--- config.mk ---
export PLATFORM = sky130hd
export DESIGN_NAME = fifo_uart_tx
export DESIGN_NICKNAME = d
export VERILOG_FILES = /design/src/rtl/fifo_uart_tx.sv
export SDC_FILE = /design/constraint.sdc
export NUM_CORES = 1
export LEC_CHECK = 0
export ABC_AREA = 1
export BUFFER_PORTS_ARGS = -buffer_cell sky130_fd_sc_hd__buf_4
export CAP_MARGIN = 20
export CORE_MARGIN = 2
export CORE_UTILIZATION = 25
export DETAILED_ROUTE_END_ITERATION = 12
export PLACE_DENSITY = 0.41
export SYNTH_ARGS = -nofsm -noshare
export SYNTH_HDL_FRONTEND = slang
export SYNTH_SLANG_ARGS = --single-unit
--- constraint.sdc ---
create_clock -name rd_clk -period 1.4 [get_ports rd_clk]
set_input_delay 0.14 -clock rd_clk [delete_from_list [all_inputs] [get_ports rd_clk]]
set_output_delay 0.14 -clock rd_clk [all_outputs]
set_load 0.01 [all_outputs]
--- src/rtl/fifo_uart_tx.sv ---
// rtl/fifo_uart_tx.sv - FIFO read-port consumer that serialises each popped byte as a UART frame.
// Define FIFO_UART_TX_PARITY_EN to insert an even-parity bit between the data bits and the stop bit.
module fifo_uart_tx #(
   parameter int CLKS_PER_BIT = 16,
   parameter int RD_LATENCY   = 1
) (
   input  logic       rd_clk,
   input  logic       rd_rst,
   input  logic       tx_enable,
   input  logic       fifo_empty,
   input  logic [7:0] rd_data,
   output logic       rd_en,
   output logic       tx_serial,
   output logic       tx_busy,
   output logic       byte_done
);

   localparam int CNT_W = (CLKS_PER_BIT > 1) ? $clog2(CLKS_PER_BIT) : 1;
   localparam int LAT_W = (RD_LATENCY > 1) ? $clog2(RD_LATENCY) : 1;
   localparam logic [CNT_W-1:0] CNT_LAST = CNT_W'(CLKS_PER_BIT - 1);
   localparam logic [LAT_W-1:0] LAT_LAST = LAT_W'(RD_LATENCY - 1);

`ifdef FIFO_UART_TX_PARITY_EN
   typedef enum logic [2:0] {
      S_IDLE, S_FETCH, S_WAIT, S_START, S_DATA, S_PARITY, S_STOP
   } state_t;
`else
   typedef enum logic [2:0] {
      S_IDLE, S_FETCH, S_WAIT, S_START, S_DATA, S_STOP
   } state_t;
`endif

   state_t           state_q, state_d;
   logic [CNT_W-1:0] cnt_q, cnt_d;
   logic [LAT_W-1:0] lat_q, lat_d;
   logic [2:0]       bit_q, bit_d;
   logic [7:0]       shift_q, shift_d;
   logic             rd_en_q, rd_en_d;
   logic             tx_serial_q, tx_serial_d;
   logic             tx_busy_q, tx_busy_d;
   logic             byte_done_q, byte_done_d;
   logic             bit_tick;
   logic             can_fetch;
`ifdef FIFO_UART_TX_PARITY_EN
   logic             parity_q, parity_d;
`endif

   assign bit_tick  = (cnt_q == CNT_LAST);
   assign can_fetch = tx_enable && !fifo_empty;

   always_comb begin
      state_d = state_q;
      cnt_d   = '0;
      lat_d   = '0;
      bit_d   = bit_q;
      shift_d = shift_q;
`ifdef FIFO_UART_TX_PARITY_EN
      parity_d = parity_q;
`endif
      case (state_q)
         S_IDLE: begin
            if (can_fetch) state_d = S_FETCH;
         end
         S_FETCH: state_d = S_WAIT;
         S_WAIT: begin
            if (lat_q == LAT_LAST) begin
               shift_d = rd_data;
`ifdef FIFO_UART_TX_PARITY_EN
               parity_d = ^rd_data;
`endif
               state_d = S_START;
            end else begin
               lat_d = lat_q + 1'b1;
            end
         end
         S_START: begin
            if (bit_tick) begin
               bit_d   = '0;
               state_d = S_DATA;
            end else begin
               cnt_d = cnt_q + 1'b1;
            end
         end
         S_DATA: begin
            if (bit_tick) begin
               shift_d = {1'b0, shift_q[7:1]};
               if (bit_q == 3'd7) begin
`ifdef FIFO_UART_TX_PARITY_EN
                  state_d = S_PARITY;
`else
                  state_d = S_STOP;
`endif
               end else begin
                  bit_d = bit_q + 1'b1;
               end
            end else begin
               cnt_d = cnt_q + 1'b1;
            end
         end
`ifdef FIFO_UART_TX_PARITY_EN
         S_PARITY: begin
            if (bit_tick) state_d = S_STOP;
            else          cnt_d   = cnt_q + 1'b1;
         end
`endif
         S_STOP: begin
            // Empty flag is only looked at here and in IDLE, so a late-clearing flag just delays the fetch.
            if (bit_tick) state_d = can_fetch ? S_FETCH : S_IDLE;
            else          cnt_d   = cnt_q + 1'b1;
         end
         default: state_d = S_IDLE;
      endcase

      // Outputs are registered, so they are derived from the next state.
      rd_en_d     = (state_d == S_FETCH);
      tx_busy_d   = (state_d != S_IDLE);
      byte_done_d = (state_d == S_STOP) && (cnt_d == CNT_LAST);
      case (state_d)
         S_START:  tx_serial_d = 1'b0;
         S_DATA:   tx_serial_d = shift_d[0];
`ifdef FIFO_UART_TX_PARITY_EN
         S_PARITY: tx_serial_d = parity_d;
`endif
         default:  tx_serial_d = 1'b1;
      endcase
   end

   always_ff @(posedge rd_clk) begin
      if (rd_rst) begin
         state_q     <= S_IDLE;
         cnt_q       <= '0;
         lat_q       <= '0;
         bit_q       <= '0;
         shift_q     <= '0;
         rd_en_q     <= 1'b0;
         tx_serial_q <= 1'b1;
         tx_busy_q   <= 1'b0;
         byte_done_q <= 1'b0;
`ifdef FIFO_UART_TX_PARITY_EN
         parity_q    <= 1'b0;
`endif
      end else begin
         state_q     <= state_d;
         cnt_q       <= cnt_d;
         lat_q       <= lat_d;
         bit_q       <= bit_d;
         shift_q     <= shift_d;
         rd_en_q     <= rd_en_d;
         tx_serial_q <= tx_serial_d;
         tx_busy_q   <= tx_busy_d;
         byte_done_q <= byte_done_d;
`ifdef FIFO_UART_TX_PARITY_EN
         parity_q    <= parity_d;
`endif
      end
   end

   assign rd_en     = rd_en_q;
   assign tx_serial = tx_serial_q;
   assign tx_busy   = tx_busy_q;
   assign byte_done = byte_done_q;

endmodule

==> key figures <==
Timing
  • Fin crit period: 1.32 ns
  • Max frequency: around 0.76 GHz
  • Final setup fails: 0
  • Clk_skew: around 0.0028 ns
  • RSZ-0062 raised after global routing: yes
  • Setup_tns: 0 ns
  • Final period util: 0.942
  • Max-slew violation count: 0
  • Hold Fails Final Rpt: 0

Routing
  • Routed len/inst: around 12 um
  • Drt initial violations: 28
  • DRC: 0
  • Drt via density: roughly 4.6
  • Via count: 1010
  • DR pass1 iterations: 4
  • Final antenna-violating net count: 0
  • Detailed-route wire length: 2600 um

Synth
  • Synth Net Count: ~160
  • Synth unique cells: 22
  • Most common cell in the netlist: nand2_1
  • Yosys top cell area share: 0.423
  • Mapped Area: around 1100 sq um
  • Commonest cells post-synth: 31 x nand2_1, 23 x dfxtp_1, 18 x nor2_1, 16 x inv_1, 15 x nand3_1
  • Top FF cell, synth: dfxtp_1
  • Syn Inst Count: around 150
  • Number of enable flip-flop cells after synthesis: 0
  • Synth Area per Inst: ~7.4 sq um
  • Synth top area cells: dfxtp_1 42%, nand2_1 11%, nand3_1 6.9%
  • Yosys top cell by area: dfxtp_1
  • Fraction of registers with async set or reset after synthesis: 0
  • Synthesis-stage register bit count: 23
  • Ys Warns: 0
  • Seq/Total Area, Yosys: 0.423

CTS
  • Sink Count: 23
  • Clock Latency Late Sink: between 0.2 and 0.3 ns
  • Clk root buf: clkbuf_8
  • CTS tree: yes
  • Hold_buf cts: 0
  • CTS clk-pin slew, worst paths: around 0.080 ns
  • Total number of H-tree levels: 1
  • Clock buffer depth: 2
  • Num CTS Buffers: 3

Global routing
  • Vias in the first global route: 916
  • First-pass GRT wire length: between 4000 and 5000 um
  • Grt met3 use: 0.0361
  • Largest net degree at the start of global routing: 17
  • Most Crowded Layer GR: met2
  • GRT met2 Usage: 0.186
  • Grt ovf: 0
  • Initial antenna violation count: 0
  • M1 GR Usage: 0.131
  • Tot GR Track Use: 0.109

Power
  • Leakage power: 0.624 nW
  • Pwr dens: between 800 and 900 nW/um^2
  • Maximum VDD drop: ~0.00059 V

Floorplan
  • Num rows: 23
  • Core Area: 4090 sq um
  • Initial core utilization: 0.266
  • Die Y: 70.0 um
  • Die Width: 70.0 um
  • DIE AREA: 4890 sq um
  • Number of I/O pins: 16

Final layout
  • Final instance area: approximately 1400 sq um
  • Fin cells: 221
  • Area of the multi-input gates: a little over 600 sq um
  • Post-layout util: 0.349
  • FILL cells: between 400 and 500
  • P&R area growth vs syn: 31.1%
  • Register area: between 400 and 500 sq um
  • Ant diodes: 0
  • Share of layout cells above drive strength 1: 0.322
  • Final layout net count: roughly 190

Placed design
  • GPL Wtd Cong: about 0.77
  • Area of placed instances: about 1300 sq um
  • Post-Place Cells: between 200 and 250
  • IO buf count: 15
  • Final HPWL DP: about 2000 um

Critical path
  • R2r setup slk: between 0.08 and 0.09 ns
  • Signal arrival time at the worst endpoint: around 1.5 ns
  • FF-to-FF End: shift_q[2]
  • Slowest cell on the critical path: dfxtp_4
  • Startpoint Class: flop
  • CP Capture Type: flop
  • Kind of critical path: reg2reg
  • Max incr delay on CP: 0.38 ns
  • CP Max Fanout: 8
  • Reg2reg start: state_q[1]
  • Number of cells on the worst reg-to-reg path: 7
  • Crit-path most repeated cell: nor2_4
  • Worst-path cell chain: inv_2, nor2_2, nand2_2, nor2_4, nor2_4, nand2_1, a21oi_1
  • Critical path required time: about 1.6 ns

Hold path
  • Worst hold path depth: 3
  • WHS Endpoint: shift_q[7]
  • Hold Path Origin: rd_data[7]
  • Worst min-delay path class: in2reg

Status
  • Outcome: finished clean

Flow run
  • Max Cap Viol: 0
sequential cells by signal (all words and copies together) (netlist names):
register / flops
byte_done: 1
lat_q: 1
tx_serial: 1
cnt_q: 4
tx_busy: 1
rd_en: 1
state_q: 3
bit_q: 3
shift_q: 8
how the worst max path moves through the flow:
stage                           from         end  cells after the start
after floorplan             cnt_q[0]   tx_serial                      8
after global placement      cnt_q[0]   tx_serial                     10
after detailed placement    cnt_q[0]   tx_serial                     10
after CTS                 state_q[0]     tx_busy                      8
after global routing        cnt_q[1]   tx_serial                     10
final                     state_q[1]  shift_q[2]                      7
cell families (layout without fill, tap and decap cells):
group | count (synthesis) | count (layout) | share of synthesized area
fa+ha+maj | 3 | 3 | 0.0345
other cells | 1 | 1 | 0.00345
flops | 23 | 23 | 0.423
compound gates | 23 | 23 | 0.120
simple gates | 77 | 77 | 0.349
buf+inv | 20 | 44 | 0.0702
critical path: cells and delay by family, from the launching register on:
| family | cells | cell delay [ns] |
|---|---|---|
| simple gates | 5 | 0.72 |
| compound gates | 1 | 0.06 |
| flops | 1 | 0.38 |
| buf+inv | 1 | 0.05 |
placed cells by master (no fill, tap or decap), types with 2 or more instances in the layout:
master	instances
nand2_1	27
buf_4	23
dfxtp_1	17
nor2_1	16
nand3_1	15
inv_1	14
a21oi_1	13
nand2_2	6
a22oi_1	5
nor2_2	4
nor2_4	4
inv_2	3
o21ai_0	3
clkbuf_8	3
dfxtp_4	3
dfxtp_2	3
ha_4	2
metrics by stage:
stage | hold WS [ns] | worst slack, ns | total power [mW]
final | 0.130 | 0.0818 | 1.24
after detailed placement | 0.410 | -0.0720 | 0.836
after global routing | 0.131 | -0.0296 | 1.30
after CTS | 0.121 | 0.00969 | 1.25
after floorplan | 0.287 | 0.0511 | 0.777
after global placement | 0.413 | -0.0148 | 0.835
where the power goes:
part           total, mW  internal (mW)  switching [mW]
clock network      0.412          0.203           0.209
registers          0.687          0.671          0.0155
logic              0.136         0.0603          0.0762
total               1.24          0.935           0.301
layout make-up:
class	instances	share of cell area
Timing Repair Buffer	23	0.121
Multi-Input combinational cell	104	0.425
Clock buffer	4	0.0316
Sequential cell	23	0.334
Inverter	17	0.0448
Tap cell	50	0.0439
timing repair:
action | in CTS | in global routing
resized for setup | 5 | 19
pin swaps | 0 | 7
endpoints found under the setup margin | 10 | 15
buffers inserted | 0 | 2
gates cloned | 0 | 0
layer usage:
metal,up-vias,share of wire
met5,-,0
met4,0,0.0058
met3,2,0.035
met2,13,0.52
met1,471,0.44
li1,524,-
Power figures use the tool's default switching activity.
